--- src/rtl/rfwa_pkg.sv ---
// rtl/rfwa_pkg.sv - shared constants and grant encoding for the register-file write arbiter
package rfwa_pkg;

    localparam logic [4:0] ZERO_ADDR    = 5'd0;
    localparam logic [4:0] KREG_DEFAULT = 5'd26;

    typedef enum logic [1:0] {
        GNT_NONE,
        GNT_WB,
        GNT_TRAP,
        GNT_UART
    } grant_t;

endpackage

--- src/rtl/regfile_write_arbiter_if.sv ---
// rtl/regfile_write_arbiter_if.sv - writer-side and register-file-side signals of the write arbiter
interface rfwa_if;

    logic        wb_we;
    logic [4:0]  wb_addr;
    logic [31:0] wb_data;
    logic        trap_req;
    logic [31:0] trap_data;
    logic        trap_ack;
    logic        uart_valid;
    logic [4:0]  uart_addr;
    logic [31:0] uart_data;
    logic        uart_ready;
    logic        rf_we;
    logic [4:0]  rf_addr;
    logic [31:0] rf_data;
    logic        pipe_hold;

    modport master (
        output wb_we, wb_addr, wb_data, trap_req, trap_data,
        output uart_valid, uart_addr, uart_data,
        input  trap_ack, uart_ready, rf_we, rf_addr, rf_data, pipe_hold
    );

    modport slave (
        input  wb_we, wb_addr, wb_data, trap_req, trap_data,
        input  uart_valid, uart_addr, uart_data,
        output trap_ack, uart_ready, rf_we, rf_addr, rf_data, pipe_hold
    );

endinterface

--- src/rtl/rfwa_age_counter.sv ---
// rtl/rfwa_age_counter.sv - saturating wait counter for the buffered UART write
module rfwa_age_counter #(
    parameter logic [7:0] LIMIT = 8'd8
) (
    input  logic clk,
    input  logic rst_n,
    input  logic i_en,
    input  logic i_clr,
    output logic o_expired
);

    logic [7:0] r_count;

    // Saturate so a long starvation cannot wrap and drop the hold request.
    always_ff @(posedge clk or negedge rst_n) begin
        if (!rst_n) begin
            r_count <= 8'd0;
        end else if (i_clr) begin
            r_count <= 8'd0;
        end else if (i_en && (r_count != 8'hFF)) begin
            r_count <= r_count + 8'd1;
        end
    end

    assign o_expired = (r_count >= LIMIT);

endmodule

--- src/rtl/regfile_write_arbiter.sv ---
// rtl/regfile_write_arbiter.sv - merges WB, trap and UART writes onto one register-file port
// Optional UART starvation aging is built when RFWA_AGING_EN is defined.
module regfile_write_arbiter
    import rfwa_pkg::*;
#(
    parameter int unsigned AGE_LIMIT = 8,
    parameter logic [4:0]  KREG      = KREG_DEFAULT
) (
    input logic   clk,
    input logic   rst_n,
    rfwa_if.slave rf_bus
);

    logic        r_trap_pend;
    logic [31:0] r_trap_data;
    logic        r_uart_full;
    logic [4:0]  r_uart_addr;
    logic [31:0] r_uart_data;

    grant_t      w_gnt;
    logic [4:0]  w_addr;
    logic [31:0] w_data;
    logic        w_age_expired;

    // Gated by rst_n so the port is silent while reset is held.
    always_comb begin
        w_gnt = GNT_NONE;
        if (!rst_n) begin
            w_gnt = GNT_NONE;
        end else if (rf_bus.wb_we) begin
            w_gnt = GNT_WB;
        end else if (r_trap_pend || rf_bus.trap_req) begin
            w_gnt = GNT_TRAP;
        end else if (r_uart_full) begin
            w_gnt = GNT_UART;
        end
    end

    always_comb begin
        w_addr = ZERO_ADDR;
        w_data = 32'd0;
        case (w_gnt)
            GNT_WB: begin
                w_addr = rf_bus.wb_addr;
                w_data = rf_bus.wb_data;
            end
            GNT_TRAP: begin
                w_addr = KREG;
                w_data = r_trap_pend ? r_trap_data : rf_bus.trap_data;
            end
            GNT_UART: begin
                w_addr = r_uart_addr;
                w_data = r_uart_data;
            end
            default: begin
                w_addr = ZERO_ADDR;
                w_data = 32'd0;
            end
        endcase
    end

    always_ff @(posedge clk or negedge rst_n) begin
        if (!rst_n) begin
            r_trap_pend <= 1'b0;
            r_trap_data <= 32'd0;
            r_uart_full <= 1'b0;
            r_uart_addr <= 5'd0;
            r_uart_data <= 32'd0;
        end else begin
            if (r_trap_pend && (w_gnt == GNT_TRAP)) begin
                r_trap_pend <= 1'b0;
            end else if (rf_bus.trap_req && rf_bus.wb_we && !r_trap_pend) begin
                r_trap_pend <= 1'b1;
                r_trap_data <= rf_bus.trap_data;
            end
            if (w_gnt == GNT_UART) begin
                r_uart_full <= 1'b0;
            end else if (rf_bus.uart_valid && !r_uart_full) begin
                r_uart_full <= 1'b1;
                r_uart_addr <= rf_bus.uart_addr;
                r_uart_data <= rf_bus.uart_data;
            end
        end
    end

`ifdef RFWA_AGING_EN
    rfwa_age_counter #(
        .LIMIT (8'(AGE_LIMIT))
    ) u_age_counter (
        .clk       (clk),
        .rst_n     (rst_n),
        .i_en      (r_uart_full && (w_gnt != GNT_UART)),
        .i_clr     (w_gnt == GNT_UART),
        .o_expired (w_age_expired)
    );
`else
    assign w_age_expired = 1'b0;
`endif

    assign rf_bus.rf_we      = (w_gnt != GNT_NONE) && (w_addr != ZERO_ADDR);
    assign rf_bus.rf_addr    = w_addr;
    assign rf_bus.rf_data    = w_data;
    assign rf_bus.trap_ack   = (w_gnt == GNT_TRAP);
    assign rf_bus.uart_ready = !r_uart_full;
    assign rf_bus.pipe_hold  = r_trap_pend || w_age_expired;

    a_age_limit_range: assert property (@(posedge clk) (AGE_LIMIT >= 1) && (AGE_LIMIT <= 255));

    // A second trap while one is still pending is dropped by the logic above.
    a_no_trap_while_pending: assert property (
        @(posedge clk) disable iff (!rst_n) !(rf_bus.trap_req && r_trap_pend)
    );

endmodule

--- src/flat_wrapper.sv ---
// flat-port wrapper written by rule: the top's interface ports become plain ports
module regfile_write_arbiter_flat import rfwa_pkg::*;
#(
    parameter int unsigned AGE_LIMIT = 8,
    parameter logic [4:0]  KREG      = KREG_DEFAULT
)
  (clk, rst_n, rf_bus_wb_we, rf_bus_wb_addr, rf_bus_wb_data, rf_bus_trap_req, rf_bus_trap_data, rf_bus_uart_valid, rf_bus_uart_addr, rf_bus_uart_data, rf_bus_trap_ack, rf_bus_uart_ready, rf_bus_rf_we, rf_bus_rf_addr, rf_bus_rf_data, rf_bus_pipe_hold);
  rfwa_if rf_bus_i ();
  input logic clk;
  input logic rst_n;
  input wire logic [$bits(rf_bus_i.wb_we)-1:0] rf_bus_wb_we;
  input wire logic [$bits(rf_bus_i.wb_addr)-1:0] rf_bus_wb_addr;
  input wire logic [$bits(rf_bus_i.wb_data)-1:0] rf_bus_wb_data;
  input wire logic [$bits(rf_bus_i.trap_req)-1:0] rf_bus_trap_req;
  input wire logic [$bits(rf_bus_i.trap_data)-1:0] rf_bus_trap_data;
  input wire logic [$bits(rf_bus_i.uart_valid)-1:0] rf_bus_uart_valid;
  input wire logic [$bits(rf_bus_i.uart_addr)-1:0] rf_bus_uart_addr;
  input wire logic [$bits(rf_bus_i.uart_data)-1:0] rf_bus_uart_data;
  output wire logic [$bits(rf_bus_i.trap_ack)-1:0] rf_bus_trap_ack;
  output wire logic [$bits(rf_bus_i.uart_ready)-1:0] rf_bus_uart_ready;
  output wire logic [$bits(rf_bus_i.rf_we)-1:0] rf_bus_rf_we;
  output wire logic [$bits(rf_bus_i.rf_addr)-1:0] rf_bus_rf_addr;
  output wire logic [$bits(rf_bus_i.rf_data)-1:0] rf_bus_rf_data;
  output wire logic [$bits(rf_bus_i.pipe_hold)-1:0] rf_bus_pipe_hold;
  assign rf_bus_i.wb_we = rf_bus_wb_we;
  assign rf_bus_i.wb_addr = rf_bus_wb_addr;
  assign rf_bus_i.wb_data = rf_bus_wb_data;
  assign rf_bus_i.trap_req = rf_bus_trap_req;
  assign rf_bus_i.trap_data = rf_bus_trap_data;
  assign rf_bus_i.uart_valid = rf_bus_uart_valid;
  assign rf_bus_i.uart_addr = rf_bus_uart_addr;
  assign rf_bus_i.uart_data = rf_bus_uart_data;
  assign rf_bus_trap_ack = rf_bus_i.trap_ack;
  assign rf_bus_uart_ready = rf_bus_i.uart_ready;
  assign rf_bus_rf_we = rf_bus_i.rf_we;
  assign rf_bus_rf_addr = rf_bus_i.rf_addr;
  assign rf_bus_rf_data = rf_bus_i.rf_data;
  assign rf_bus_pipe_hold = rf_bus_i.pipe_hold;
  regfile_write_arbiter #(.AGE_LIMIT(AGE_LIMIT), .KREG(KREG)) u_core (.clk(clk), .rst_n(rst_n), .rf_bus(rf_bus_i));
endmodule
--- config.mk ---
export PLATFORM = sky130hd
export DESIGN_NAME = regfile_write_arbiter_flat
export DESIGN_NICKNAME = d
export VERILOG_FILES = /design/src/rtl/rfwa_pkg.sv /design/src/rtl/regfile_write_arbiter_if.sv /design/src/rtl/rfwa_age_counter.sv /design/src/rtl/regfile_write_arbiter.sv /design/src/flat_wrapper.sv
export SDC_FILE = /design/constraint.sdc
export NUM_CORES = 1
export LEC_CHECK = 0
export ABC_CLOCK_PERIOD_IN_PS = 4100
export CORE_MARGIN = 2
export CORE_UTILIZATION = 47
export DETAILED_ROUTE_END_ITERATION = 8
export GPL_TIMING_DRIVEN = 1
export PLACE_DENSITY = 0.88
export SLEW_MARGIN = 15
export SYNTH_ARGS = -nofsm -noshare
export SYNTH_HDL_FRONTEND = slang
export SYNTH_SLANG_ARGS = --single-unit
export TNS_END_PERCENT = 10
--- constraint.sdc ---
create_clock -name clk -period 4.1 [get_ports clk]
set_input_delay 0.82 -clock clk [delete_from_list [all_inputs] [get_ports clk]]
set_output_delay 0.82 -clock clk [all_outputs]
set_load 0.01 [all_outputs]
==> results.md <==
- Outcome: completed
- Crit path required time: 3.28 ns
- Number of inserted diodes: 0
- Vias in the first global route: 3420
- Initial antenna violation count: 0
- Die width: 92.65 µm
- Post-layout net count: 556
- Number of top-level pins: 152
- Setup violations, final: 0
- Post-synth top area share: 48.10%
- Post-Route Setup TNS: 0 ns
- Share of layout cells above drive strength 1: 30.67%
- Number of distinct standard cells referenced by the synthesized netlist: 24
- Clock tree from TritonCTS: done
- Number of enable-type register cells in the synthesized netlist: 0
- Worst r2r src: u_core.rf_bus.pipe_hold$_DFFE_PN0P_
- Number of levels in the clock H-tree: 3
- Max Slew Vio Count: 0
- Sum of met3 wire segment lengths after detailed routing: 742 µm
- Setup slack of the worst register-to-register path: 2.07 ns
- Share of synthesized registers carrying an async set or reset: 100.0%
- Avg Cell Area, Syn: 12.61 µm²
- Worst slew slack as a fraction of its limit: 58.65%
- # Post-CTS Setup Buffers: 0
- Post-route design area: 0.005497 mm²
- DRC violation total after the first TritonRoute iteration: 271
- Max Root-Sink Buffers: 2
- Tmin final: 3.943 ns
- Post-synth top area cell: dfrtp_1
- Power density cells: 380.2 mW/mm²
- Library cell with the highest instance count after synthesis: mux2_2
- Clock root buffer master: clkbuf_8
- Worst Setup SP: rf_bus_trap_req
- RSZ-0062 raised after global routing: no
- Mapped cell area: 0.003694 mm²
- Type of element capturing the critical path: primary output
- Post-route met1 wirelength: 4178 µm
- CTS hold repair buffers: 0
- Crit path kind: in -> out
- Sinks on the clock net: 71
- Highest fanout seen on the critical path: 15
- Cell area after placement: 0.005320 mm²
- Routed vias/inst: 5.679
- Worst path cell trace: clkdlybuf4s50_1, nor2_1, a211o_1, buf_4, a222oi_1, nor2_1, clkdlybuf4s50_1
- Initial core utilization: 48.05%
- Die outline area: 0.008584 mm²
- Peak supply drop: 0.2392 mV
- Final cycle utilization of the critical path: 96.17%
- Global-route wire length before repair: 16700 µm
- Class of the tightest hold or removal check: reg -> reg
- Net count after synthesis: 404
- Die Y: 92.65 µm
- Combined flip-flop and latch cell area: 0.001778 mm²
- Worst path arrival time: 3.12 ns
- Overall track demand over capacity in global routing: 25.20%
- Top routing layer in use: met4
- Commonest cells post-synth: mux2_2, dfrtp_1, nor2_1, a222oi_1, buf_2
- Total length of routed met2 wires: 5464 µm
- Sequential-to-total area share from yosys stat: 48.10%
- Yosys reg bits: 71
- Max-cap violation count: 0
- Total length of routed wires: 10590 µm
- Kind of launch point of the worst setup path: primary input
- Remaining global-route overflow: 0
- DP Wirelength: 7666 µm
- Transition time of the tightest slew-check pin: 0.6190 ns
- Pin count of the biggest net entering global routing: 46
- Detailed-route wire length per cell: 19.18 µm
- Standard-cell rows: 32
- Core footprint: 0.007687 mm²
- Most common flop cell mapped by yosys: dfrtp_1
- GPL Wtd Cong: 0.8628
- Resized Gates After CTS: 0
- Remaining DRCs: 0
- Clock Pin Slew Worst Setup and Hold Paths: 0.08 ns
- Crit path buf inv count: 3
- Area added between synthesis and finish: 48.81%
- Vias: 3135
- Slowest-stage cell, CP: clkdlybuf4s50_1
- # fillers: 571
- Top delay family on crit path: buffers and inverters
- Number of buffers inserted during clock tree synthesis: 9
- Drt first pass iters: 8
- Leading post-synthesis cells by cell area: dfrtp_1, mux2_2, a222oi_1
- Upper clock frequency limit: 0.2536 GHz
- Worst clock skew on the final layout: 0.008156 ns
- Total leakage power: 2.173 nW
- YS warnings: 0
- Hold Vio Cnt, Final: 0
- Clk_lat worst skew: 0.33 ns
- Critical path's largest stage delay: 0.61 ns
- Number of nets with antenna violations after routing: 0
- Count of port buffers added during placement: 151
- Min-delay src: u_core.r_trap_data[11]$_DFFE_PN0P_
- Synthesized instance count: 293
- Area occupied by multi-input gates: 0.001785 mm²
[power by group]
part	leakage (nW)	switching (W)	internal, W
Sequential	0.833	0.000113	0.000889
Clock	0.0894	0.000247	0.000251
Combinational	1.25	0.000206	0.000384
Total	2.17	0.000565	0.00152
[logic make-up after synthesis]
group / share of synthesized area, %
AO/OA/AOI/OAI: 10.26
buffers and inverters: 4.133
flip-flops: 48.10
multiplexers: 30.79
AND/OR/NAND/NOR: 6.707
[layout by cell type, fill, tap and decap left out, types with 3 or more instances in the layout]
cell             synthesis  layout
buf_4                    3      16
nand2_1                  3       3
a222oi_1                32      32
a2111oi_0                3       3
clkbuf_8                 0      11
clkdlybuf4s50_1          0     150
nor3_1                   4       4
nor2b_1                  4       3
dfrtp_1                 71      70
nor2_1                  37      37
mux2_2                 101     101
[flip-flops by register name, indices dropped and copies added, names as in the netlist]
| register | cells |
|---|---|
| u_core.r_uart_addr | 5 |
| u_core.r_trap_data | 32 |
| u_core.rf_bus.pipe_hold | 1 |
| u_core.r_uart_full | 1 |
| u_core.r_uart_data | 32 |
[metrics by stage]
stage               hold slack (ns)  setup WS, ns  power [W]  std cells  utilization, %
floorplan                    0.4736         1.346   0.001317        293               -
finish                       0.5068        0.1570   0.002090        552           71.50
detailed placement           0.4877        0.1643   0.001603        536           69.21
global placement             0.4813        0.3064   0.001564        536           69.21
global route                 0.5211       0.04547   0.002203        552           71.50
CTS                          0.5048        0.1634   0.002103        552           71.50
[path summary, 6_finish.rpt]
check / end / depth (start not counted)
max: rf_bus_rf_data[27] / 7
min: u_core.r_trap_data[11]$_DFFE_PN0P_ / 1
max reg2reg: u_core.r_trap_data[7]$_DFFE_PN0P_ / 4
min reg2reg: u_core.r_trap_data[11]$_DFFE_PN0P_ / 1
max in group asynchronous: u_core.rf_bus.pipe_hold$_DFFE_PN0P_ / 2
min in group asynchronous: u_core.r_uart_data[26]$_DFFE_PN0P_ / 2
[cell type report]
type | instances | area share, %
clock inverters | 3 | 0.3187
clock buffers | 13 | 2.891
well taps | 102 | 2.322
flip-flops and latches | 71 | 32.35
inverters | 2 | 0.1366
multi-input cells | 195 | 32.48
repair buffers | 166 | 29.50
[metal layers]
layer | GRT usage (%) | vias to the layer above
met2 | 45.92 | 149
li1 | - | 1422
met4 | 9.436 | 0
met5 | 0 | -
met1 | 29.31 | 1546
met3 | 4.882 | 18
No activity file was read; power rests on OpenSTA's default activity.
